### config.mk
export PLATFORM = sky130hd
export DESIGN_NAME = float_rank_sorter_flat
export DESIGN_NICKNAME = d
export VERILOG_FILES = /design/src/rtl/float_rank_sorter_if.sv /design/src/rtl/float_rank_sorter.sv /design/src/flat_wrapper.sv
export SDC_FILE = /design/constraint.sdc
export NUM_CORES = 1
export LEC_CHECK = 0
export ABC_AREA = 1
export CAP_MARGIN = 20
export CORE_MARGIN = 2
export CORE_UTILIZATION = 35
export DETAILED_ROUTE_END_ITERATION = 12
export HOLD_SLACK_MARGIN = 0.02
export PLACE_DENSITY = 0.64
export SYNTH_ARGS = -nofsm -noshare
export SYNTH_HDL_FRONTEND = slang
export SYNTH_SLANG_ARGS = --single-unit
### constraint.sdc
create_clock -name clk -period 9.3 [get_ports clk]
set_input_delay 1.86 -clock clk [delete_from_list [all_inputs] [get_ports clk]]
set_output_delay 1.86 -clock clk [all_outputs]
set_load 0.05 [all_outputs]
### src/rtl/float_rank_sorter_if.sv
// Bus bundle for float_rank_sorter: burst request, input word stream,
// sorted output word and the packed per-slot rank vector.
interface float_rank_sorter_if #(
  parameter int unsigned L = 32,
  parameter int unsigned K = 10
);
  localparam int unsigned S = $clog2(K) + 1;

  logic           start;
  logic [L-1:0]   inp_raw;
  logic [L-1:0]   out;
  logic [S*K-1:0] ranger_out;

  modport master (
    output start,
    output inp_raw,
    input  out,
    input  ranger_out
  );

  modport slave (
    input  start,
    input  inp_raw,
    output out,
    output ranger_out
  );
endinterface

### src/rtl/float_rank_sorter.sv
// float_rank_sorter: loads a burst of K floating-point words, ranks them
// incrementally while loading, then streams them out in numeric order.
// Optional build macro SORT_DESCENDING_EN: largest key ranks first and the
// output streams in descending order (ties still keep lower input index first).
module float_rank_sorter #(
  parameter int unsigned Nk = 23,
  parameter int unsigned M  = 8,
  parameter int unsigned L  = Nk + M + 1,
  parameter int unsigned K  = 10
) (
  input logic               clk,
  input logic               reset,
  float_rank_sorter_if.slave bus
);
  localparam int unsigned S = $clog2(K) + 1;

  typedef enum logic [1:0] {StIdle, StLoad, StOut} state_e;

  state_e         state_q, state_d;
  logic [S-1:0]   cnt_q, cnt_d;
  logic [L-1:0]   words_q [K];
  logic [S-1:0]   ranks_q [K];
  logic [L-1:0]   out_q;

  logic [L-1:0]   new_key;
  logic [L-1:0]   slot_key [K];
  logic [K-1:0]   ahead;   // stored slot orders before the incoming word
  logic [K-1:0]   bump;    // stored slot is pushed one place back
  logic [S-1:0]   new_rank;
  logic [L-1:0]   sel_word;
  logic [S*K-1:0] ranger;
  logic           last_cnt;

  // Map a float word to an unsigned key whose order is the numeric order;
  // negatives are fully inverted so -0 lands just below +0.
  function automatic logic [L-1:0] sort_key(input logic [L-1:0] w);
    return w[L-1] ? ~w : {1'b1, w[L-2:0]};
  endfunction

  assign last_cnt = (cnt_q == S'(K - 1));

  // FSM next-state and slot/cycle counter
  always_comb begin
    state_d = state_q;
    cnt_d   = cnt_q;
    unique case (state_q)
      StIdle: begin
        if (bus.start) begin
          state_d = StLoad;
          cnt_d   = '0;
        end
      end
      StLoad: begin
        cnt_d = cnt_q + S'(1);
        if (last_cnt) begin
          state_d = StOut;
          cnt_d   = '0;
        end
      end
      StOut: begin
        cnt_d = cnt_q + S'(1);
        if (last_cnt) begin
          state_d = StIdle;
          cnt_d   = '0;
        end
      end
      default: begin
        state_d = StIdle;
        cnt_d   = '0;
      end
    endcase
  end

  // Parallel compare of the incoming word against every loaded slot
  always_comb begin
    new_key  = sort_key(bus.inp_raw);
    new_rank = '0;
    ahead    = '0;
    bump     = '0;
    for (int j = 0; j < K; j++) begin
      slot_key[j] = sort_key(words_q[j]);
`ifdef SORT_DESCENDING_EN
      ahead[j] = (S'(j) < cnt_q) && (slot_key[j] >= new_key);
      bump[j]  = (S'(j) < cnt_q) && (slot_key[j] <  new_key);
`else
      ahead[j] = (S'(j) < cnt_q) && (slot_key[j] <= new_key);
      bump[j]  = (S'(j) < cnt_q) && (slot_key[j] >  new_key);
`endif
      if (ahead[j]) begin
        new_rank = new_rank + S'(1);
      end
    end
  end

  // Output mux: pick the slot whose rank equals the output cycle index
  always_comb begin
    sel_word = '0;
    ranger   = '0;
    for (int j = 0; j < K; j++) begin
      if (ranks_q[j] == cnt_q) begin
        sel_word = words_q[j];
      end
      ranger[S*j +: S] = ranks_q[j];
    end
  end

  // State register
  always_ff @(posedge clk) begin
    if (reset) begin
      state_q <= StIdle;
      cnt_q   <= '0;
    end else begin
      state_q <= state_d;
      cnt_q   <= cnt_d;
    end
  end

  // Datapath: slot storage, rank update and registered output word
  always_ff @(posedge clk) begin
    if (reset) begin
      out_q <= '0;
      for (int j = 0; j < K; j++) begin
        words_q[j] <= '0;
        ranks_q[j] <= '0;
      end
    end else begin
      case (state_q)
        StIdle: begin
          out_q <= '0;
          if (bus.start) begin
            for (int j = 0; j < K; j++) begin
              ranks_q[j] <= '0;
            end
          end
        end
        StLoad: begin
          for (int j = 0; j < K; j++) begin
            if (S'(j) == cnt_q) begin
              words_q[j] <= bus.inp_raw;
              ranks_q[j] <= new_rank;
            end else if (bump[j]) begin
              ranks_q[j] <= ranks_q[j] + S'(1);
            end
          end
        end
        StOut: begin
          out_q <= sel_word;
        end
        default: begin
          out_q <= '0;
        end
      endcase
    end
  end

  assign bus.out        = out_q;
  assign bus.ranger_out = ranger;

endmodule

### src/flat_wrapper.sv
// flat-port wrapper written by rule: the top's interface ports become plain ports
module float_rank_sorter_flat 
#(
  parameter int unsigned Nk = 23,
  parameter int unsigned M  = 8,
  parameter int unsigned L  = Nk + M + 1,
  parameter int unsigned K  = 10
)
  (clk, reset, bus_start, bus_inp_raw, bus_out, bus_ranger_out);
  float_rank_sorter_if #(.L(L), .K(K)) bus_i ();
  input logic clk;
  input logic reset;
  input wire logic [$bits(bus_i.start)-1:0] bus_start;
  input wire logic [$bits(bus_i.inp_raw)-1:0] bus_inp_raw;
  output wire logic [$bits(bus_i.out)-1:0] bus_out;
  output wire logic [$bits(bus_i.ranger_out)-1:0] bus_ranger_out;
  assign bus_i.start = bus_start;
  assign bus_i.inp_raw = bus_inp_raw;
  assign bus_out = bus_i.out;
  assign bus_ranger_out = bus_i.ranger_out;
  float_rank_sorter #(.Nk(Nk), .M(M), .L(L), .K(K)) u_core (.clk(clk), .reset(reset), .bus(bus_i));
endmodule
* After elaboration in Yosys (flattened, before gate mapping)
Memory sizes are Yosys's and may differ from the RTL's.
Cells that the tools add are included.
** Storage, ports and cells
- Register bits :: 39
- Memory bits (writable) :: 370
- Input bits :: 35
- Output and inout port bits :: 82
- Logic and storage cells :: 330
- Memories kept :: 2
** Memories
- u_core.words_q :: words 10, bits a word 32, rd ports 10, clocked after memory_dff 0, wr ports 10, line float_rank_sorter.sv:21 : logic [L-1:0] words_q [K];
- u_core.ranks_q :: words 10, bits a word 5, rd ports 10, clocked after memory_dff 0, wr ports 10, line float_rank_sorter.sv:22 : logic [S-1:0] ranks_q [K];
** Cells by class
- $add $sub $neg :: 20
- Magnitude comparators :: 30
- Eq/ne operators :: 25
- Multiplexer cells :: 175
- Bitwise logic cells :: 51
- Reduce and logical (&&, ||, !) cells :: 24
** Operators by type and width (number)
- $mux W32 :: 31
- $not A32 Y32 :: 11
- $gt A32 B32 Y1 :: 10
- $le A32 B32 Y1 :: 10
- $mux W5 :: 41
- $mux W1 :: 97
- $add A5 B1 Y5 const B :: 19
- $pmux W32 S2 :: 1
- $eq A5 B5 Y1 :: 10
- $or A1 B1 Y1 :: 40
- $eq A3 B5 Y1 const A :: 4
- $logic_and A1 B1 Y1 :: 20
- $lt A3 B5 Y1 const A :: 4
- $eq A2 B5 Y1 const A :: 2
- $eq A4 B5 Y1 const A :: 2
- $lt A1 B5 Y1 const A :: 2
- $lt A2 B5 Y1 const A :: 2
- $lt A4 B5 Y1 const A :: 2
- $pmux W5 S2 :: 1
- $mux W2 :: 3
- $pmux W2 S3 :: 1
- $eq A1 B5 Y1 const A :: 1
- $eq A5 B4 Y1 const B :: 1
- $logic_not A5 Y1 :: 1
- other kinds (8) :: 9

* Logic depth before layout (Yosys ltp)
Gate-level depths: netlist of the first run.
An unclocked memory read counts as a cell.
- Depth after elaboration :: 26
- Gate-level depth with buffers :: 51
- Depth with buffers taken out :: 49

* Worst setup path before layout of the first run
No wires, ideal clock.
- Kind :: input to register
- Start :: input port bus_inp_raw[31]
- End :: memory u_core.ranks_q[0][11] (netlist bit), data pin
- Setup time :: 0.272 ns
- Data arrival time :: 9.000 ns
- Required time :: 9.028 ns
- Path slack :: 0.028 ns
- Cell stages on the path :: 42
- Buffers on the path :: 3
- Path through :: buf_6 -> clkbuf_1 -> clkbuf_1 -> xnor2_1 -> ha_1 -> a21boi_0 -> or3_1 -> a31oi_1 -> o221ai_1 -> nand2_1 -> o2111ai_1 -> nand2_1 -> o2111ai_1 -> nand2_1 -> nand2_1 -> inv_1 -> ha_1 -> inv_1 -> [... 6 more ...] -> ha_1 -> nand2_1 -> nand2_1 -> ha_1 -> or2_1 -> nand2_2 -> inv_1 -> ha_1 -> or2_2 -> nand2_1 -> nor2_1 -> o31ai_1 -> ha_1 -> o21ai_1 -> inv_1 -> ha_1 -> o21ai_2 -> o22ai_1
** RTL lines
- start: declaration :: line flat_wrapper.sv:14 : input wire logic [$bits(bus_i.inp_raw)-1:0] bus_inp_raw;
- end: declaration :: line float_rank_sorter.sv:22

==> results of run 1 <==
## kinds of logic after synthesis
| kind of cell | synth area share |
|---|---|
| adders and majority gates | 0.137 |
| and+or+nand+nor | 0.161 |
| xor gates and xnor gates | 0.114 |
| DFF | 0.399 |
| AOI/OAI and AO/OA | 0.137 |
| buffers and inverters | 0.0512 |
## area by class of cell
class | count | area share
repair buffers | 211 | 0.0588
multi-input cells | 2561 | 0.483
clock buffers | 63 | 0.0367
inverters | 234 | 0.0259
well taps | 1134 | 0.0415
flip-flops and latches | 409 | 0.347
diodes | 1 | 0.0000731
clock inverters | 19 | 0.00640
## flip-flops by register name, indices dropped and copies added (netlist names)
signal	count
u_core.ranks_q	50
u_core.bus.out	32
u_core.words_q	320
u_core.cnt_q	5
u_core.state_q	2
## worst reg2reg max path, delay by kind of cell (launching register included)
kind	cells	cell delay (ns)
AND/OR/NAND/NOR	16	2.30
AO/OA/AOI/OAI	9	1.54
XOR/XNOR	1	0.23
adder cells (fa/ha/maj)	8	2.16
buffers and inverters	7	0.82
flip-flops	1	0.85
## through the flow
| stage | utilization | area [um^2] | std cells | power (W) |
|---|---|---|---|---|
| after CTS | 0.406 | 34100 | 4626 | 0.00708 |
| final | 0.408 | 34200 | 4632 | 0.00715 |
| after global routing | 0.408 | 34200 | 4631 | 0.00752 |
| after detailed placement | 0.388 | 32600 | 4544 | 0.00523 |
| after floorplan | - | 29800 | 3364 | 0.00422 |
| after global placement | 0.388 | 32600 | 4543 | 0.00520 |
## placed cells by master, fill, tap and decap left out, types with 14 or more instances in the layout
cell type	count
a211oi_1	15
a21oi_1	260
a221oi_1	32
buf_4	86
clkbuf_1	14
clkbuf_16	47
clkdlybuf4s50_1	115
clkinv_1	36
dfxtp_1	39
edfxtp_1	370
ha_1	327
inv_1	184
inv_2	15
nand2_1	441
nand2_2	21
nand3_1	87
nand4_1	53
nor2_1	445
nor3_1	18
nor4_1	15
o211ai_1	40
o21ai_0	218
o21ai_1	54
o22ai_1	20
xnor2_1	57
xor2_1	328
## routing by layer
layer	vias up	GRT usage	share of wire
met5	-	0	0.00011
met4	2	0.0885	0.042
met3	226	0.0298	0.073
met2	1072	0.363	0.45
met1	12200	0.297	0.43
li1	11900	-	-
## worst min path at each step
stage,depth (start not counted),endpoint,from
3_3_place_gp,2,u_core.bus.out[25],u_core.bus.out[25]
3_5_place_dp,2,u_core.bus.out[22],u_core.bus.out[22]
4_1_cts,2,u_core.bus.out[29],u_core.bus.out[29]
2_1_floorplan,2,u_core.state_q[1],u_core.state_q[1]
6_report,2,u_core.bus.out[22],u_core.bus.out[22]
5_1_grt,2,u_core.bus.out[6],u_core.bus.out[6]
## power by group
part | internal, W | leakage (nW) | switching [W]
registers | 0.00219 | 4.16 | 0.000162
clock network | 0.00106 | 0.721 | 0.000797
logic | 0.000942 | 9.83 | 0.00200
## synthesized netlist by cell type, drive strengths merged, types with 2 or more instances
library cell	instances
nor4	18
nor3b	6
ha	327
o21bai	4
nor3	21
o211ai	40
a211oi	16
nand3b	4
a221oi	32
nor2	449
buf	50
o21ai	283
a21o	3
o22ai	20
edfxtp	370
o221ai	5
dfxtp	39
clkinv	32
o31ai	4
xor2	328
o221a	2
nand4	53
a21boi	3
and2	3
a21oi	260
o21a	8
o2111ai	6
o32ai	7
nand3	94
nand2	466
a31oi	14
or2	12
a2111oi	4
clkbuf	110
inv	202
xnor2	59
## timing repair
item / 4_1_cts / 5_1_grt
setup buffers: 0 / 2
endpoints found under the setup margin: 0 / 30
resized for setup: 0 / 8
==> results.py, run 1 <==
metrics = {
    "detailed_routing": {
        "dr.first_iter.drc_count": 2347,
        "drtAntennaViolNets": 0,
        "wirelength_mm": 98.7,
        "drt-wirelength-per-cell_um": 21.3,
        "post-route-drc-count": 0,
        "first_pass_iters": 5,
        "vias": 25400,
        "vias_per_cell": 5.49,
    },
    "synth": {
        "synth-edff-count": 370,
        "synthDistinctLibCells": 60,
        "synth_ff_type": "edfxtp_1",
        "ys_ff_latch": 409,
        "ys_seq_area_frac": 0.399,
        "synth_top_area_frac": 0.373,
        "syn_nets": 3726,
        "syn_avg_cell_area_um2": 8.86,
        "synth_top_cell_by_area": "edfxtp_1",
        "async_reset_ff_frac": 0,
        "ys_top_cells_by_area": "edfxtp_1, ha_1, xor2_1",
        "syn_inst": 3364,
        "yosys_warnings": 0,
        "synth_area_um2": 29800,
    },
    "sta": {
        "skew_ns": 0.0281,
        "setup_tns_ns": 0,
        "max_slew_margin": 0.279,
        "maxSlewViolCount": 0,
        "finalSetupViolCount": 0,
        "hold_violations": 0,
        "hold_ws_ns": 0.457,
        "min_period_over_period": 0.952,
        "fin_ws_ns": 0.446,
        "maxClockFrequency_mhz": 113,
        "min_period_ns": 8.85,
        "worst_pin_slew_ns": 1.08,
    },
    "power_and_ir_drop": {
        "p_per_area_nw_per_um2": 209,
        "p_leak_nw": 14.7,
        "irDropWorstVdd_mv": 0.156,
    },
    "setup_path": {
        "critical-path-slowest-cell": "clkdlybuf4s50_1",
        "slowest_delay_ns": 0.49,
        "required_ns": 9.61,
        "cp_max_fo": 10,
        "cp.arrival_ns": 9.16,
        "crit_family": "simple AND/OR/NAND/NOR gates",
        "r2r_start": "u_core.words_q[0][63]",
        "r2r_cells": 41,
        "r2r_end": "u_core.ranks_q[0][41]",
        "cp-end-kind": "register",
        "startpoint": "bus_inp_raw[1]",
        "worstSetupPathType": "primary input to register",
        "r2r_slack_ns": 1.10,
        "setup.worst_path.start_class": "primary input",
        "endpoint": "u_core.ranks_q[0][41]",
        "cp_num_cells": 41,
        "worst-path-buf-inv": 7,
    },
    "die": {
        "core_area_um2": 84000,
        "core.rowCount": 106,
        "die_area_um2": 87500,
        "io_pins": 117,
        "die_h_um": 296,
        "start_util": 0.355,
        "die_w_um": 296,
    },
    "cts": {
        "clock_sinks": 409,
        "cts-root-buf": "clkbuf_16",
        "clock_latency_ns": 0.60,
        "cts_buffers": 45,
        "cts_tree": "built",
        "path_clk_slew_ns": 0.06,
        "cts_hold_buf": 0,
        "cts_max_level": 2,
        "cts.path.max_buffers": 3,
    },
    "placed_design": {
        "gp_congestion": 0.970,
        "place_hpwl_mm": 72.1,
        "place_ws_ns": -0.478,
        "io_buffers": 116,
    },
    "global_route": {
        "gr-usage-all-layers": 0.222,
        "first_global_vias": 24500,
        "antenna_found_initial": 3,
        "grt_pass1_wl_mm": 148,
        "globalRouteOverflowTotal": 0,
        "grt_max_degree": 65,
    },
    "cells_and_area": {
        "num-fill-cells": 8248,
        "nets": 3824,
        "multi_input_area_um2": 16500,
        "syn_to_final_growth_pct": 14.9,
        "register_area_um2": 11900,
        "drive_above_1_share": 0.0721,
    },
    "run": {
        "cap_violations": 0,
    },
    "hold_path": {
        "holdCritPathClass": "register to register",
    },
    "run_status": {
        "outcome": "completed",
    },
}
Power figures use the tool's default switching activity.
==> run 2: changes to the inputs <==
--- a/config.mk
+++ b/config.mk
@@ -10,7 +10,7 @@
 export CORE_MARGIN = 2
 export CORE_UTILIZATION = 35
 export DETAILED_ROUTE_END_ITERATION = 12
-export HOLD_SLACK_MARGIN = 0.02
+export HOLD_SLACK_MARGIN = 0.03
 export PLACE_DENSITY = 0.64
 export SYNTH_ARGS = -nofsm -noshare
 export SYNTH_HDL_FRONTEND = slang
==> results of run 2 <==
Final layout, timing and power as in run 1 (identical DEF).
==> edit (config.mk and constraints of run 1) <==
`M` is set to 8 in 2 places; all go to 7.
--- a/src/rtl/float_rank_sorter.sv
+++ b/src/rtl/float_rank_sorter.sv
@@ -5,5 +5,5 @@
 module float_rank_sorter #(
   parameter int unsigned Nk = 23,
-  parameter int unsigned M  = 8,
+  parameter int unsigned M  = 7,
   parameter int unsigned L  = Nk + M + 1,
   parameter int unsigned K  = 10
--- a/src/flat_wrapper.sv
+++ b/src/flat_wrapper.sv
@@ -3,5 +3,5 @@
 #(
   parameter int unsigned Nk = 23,
-  parameter int unsigned M  = 8,
+  parameter int unsigned M  = 7,
   parameter int unsigned L  = Nk + M + 1,
   parameter int unsigned K  = 10
Ports: changed (resized bus_inp_raw and bus_out); port bits go from 117 to 115. No check against the original RTL was run, so the function may have changed too.
==> edit against run 1 <==
- sequential share of layout area down 0.69 points
- synthesized area fell by 0.53%
- die area fell by 0.52%
- worst setup slack better by 0.43 ns
- fmax grew 5.1%
- sequential cell count down 11
- critical endpoint is now u_core.ranks_q[0][49]
- design area down 0.72%
- count of clock-buffer cells in the layout grew 13
- largest cell class unchanged
- wire length is 3.7% lower
- utilization down 0.17 points
- clock power increased by 8%
- power increased by 3.5%
==> edit: results (changes against run 1) <==
Clocking
  • TritonCTS Buffers: 49 (was 45)
  • Clock-pin slew on the worst setup and hold paths: 0.06 ns (about the same)
  • Clock latency of the later-clocked register in the worst-skew pair: 0.63 ns (was 0.60 ns)

Finish
  • N_diodes: 0 (was 1)
  • Nets: 3902 (was 3824)
  • Flip-flop count of the largest register, all copies and words added: 310 (was 320)
  • Share of post-route cells with drive strength above 1: 6.925% (was 7.206%)

Placed design
  • Post-Place Cell Area: 32290 µm² (was 32600 µm²)
  • Half-perimeter wire length of the detailed placement result: 69.71 mm (was 72.12 mm)
  • Placed cells: 4679 (was 4544)
  • RD Place Congestion: 0.9398 (was 0.9700)

Run status
  • Result of the run: finished clean (unchanged)

Synth
  • Synthesized net count: 3808 (was 3726)
  • Largest cells by area after synthesis: sky130_fd_sc_hd__edfxtp_1 (36%), sky130_fd_sc_hd__ha_1 (11%), sky130_fd_sc_hd__xor2_1 (7.9%), sky130_fd_sc_hd__nand2_1 (7.4%), sky130_fd_sc_hd__nor2_1 (6.0%) (was sky130_fd_sc_hd__edfxtp_1 (37%), sky130_fd_sc_hd__ha_1 (14%), sky130_fd_sc_hd__xor2_1 (9.6%), sky130_fd_sc_hd__nor2_1 (5.6%), sky130_fd_sc_hd__nand2_1 (5.6%))
  • EDFF count, synth: 360 (was 370)
  • XOR/XNOR Fraction of Synth Area: 11.33% (was 11.38%)
  • Count of distinct cell types in the synthesized netlist: 66 (was 60)
  • Mean instance size in the synthesized netlist: 8.456 µm² (was 8.855 µm²)
  • Sequential cell area fraction in the yosys report: 39.05% (was 39.92%)
  • Area share of fa/ha/maj cells after synthesis: 11.40% (was 13.73%)

Global route
  • Number of antenna violations at the first check in global routing: 2 (was 3)
  • Overall Global Routing Usage: 21.70% (was 22.23%)
  • Pin count of the biggest net entering global routing: 63 (was 65)
  • First-pass GRT wire length: 144.6 mm (was 148.4 mm)

Worst setup path
  • Reg2reg path depth: 45 (was 41)
  • Worst-path fanout max: 11 (was 10)
  • R2R setup slack: 1.54 ns (was 1.10 ns)
  • Origin of the critical flop-to-flop path: u_core.words_q[0][61] (was u_core.words_q[0][63])
  • Critical path endpoint: u_core.ranks_q[0][49] (was u_core.ranks_q[0][41])

Power
  • Max VDD drop: 0.1585 mV (was 0.1562 mV)
  • Leak Pwr: 14.52 nW (was 14.71 nW)
  • Internal: 4.301 mW (was 4.193 mW)

Route
  • Starting DRC count in detailed routing: 2405 (was 2347)
  • Metal2 WL: 45.08 mm (was 44.85 mm)
  • Wirelength, routed: 95.06 mm (was 98.68 mm)
  • Vias: 25263 (was 25440)
  • First drt pass iteration count: 8 (was 5)
  • Average wire length per cell after detail routing: 19.92 µm (was 21.30 µm)
  • Sum of routed wire segments on met1: 40.82 mm (was 42.42 mm)

STA
  • Worst clock skew: 0.05060 ns (was 0.02813 ns)

Hold path
  • Hold EP: u_core.bus.out[24] (was u_core.bus.out[22])
## edit: metrics by stage
stage               hold slack (ns)  setup WS [ns]  util, %
floorplan                    0.5191         0.8462        -
global placement             0.4422         0.4033    38.58
detailed placement           0.4467         0.3279    38.58
CTS                          0.4621         0.9416    40.54
global route                 0.4941         0.1285    40.60
finish                       0.4571         0.8799    40.60
## edit: power by group through the flow
stage	clock network, mW	logic, mW	registers, mW
detailed placement	0	3.09	2.33
CTS	2.01	3.11	2.30
global route	2.07	3.44	2.32
floorplan	0	1.85	2.48
finish	1.99	3.12	2.30
global placement	0	3.06	2.33
## edit: layer usage
metal	vias up	GRT usage [%]
li1	12259	-
met1	11946	28.95
met2	876	36.81
met3	178	2.857
met4	4	5.998
met5	-	0
## edit: layout make-up
type	count	area [µm²]
Inverter	249	934.6
Timing Repair Buffer	205	1854
Clock inverter	16	180.2
Clock buffer	76	1461
Sequential cell	398	11570
Fill cell	8250	49710
Multi-Input combinational cell	2695	16550
Tap cell	1134	1419
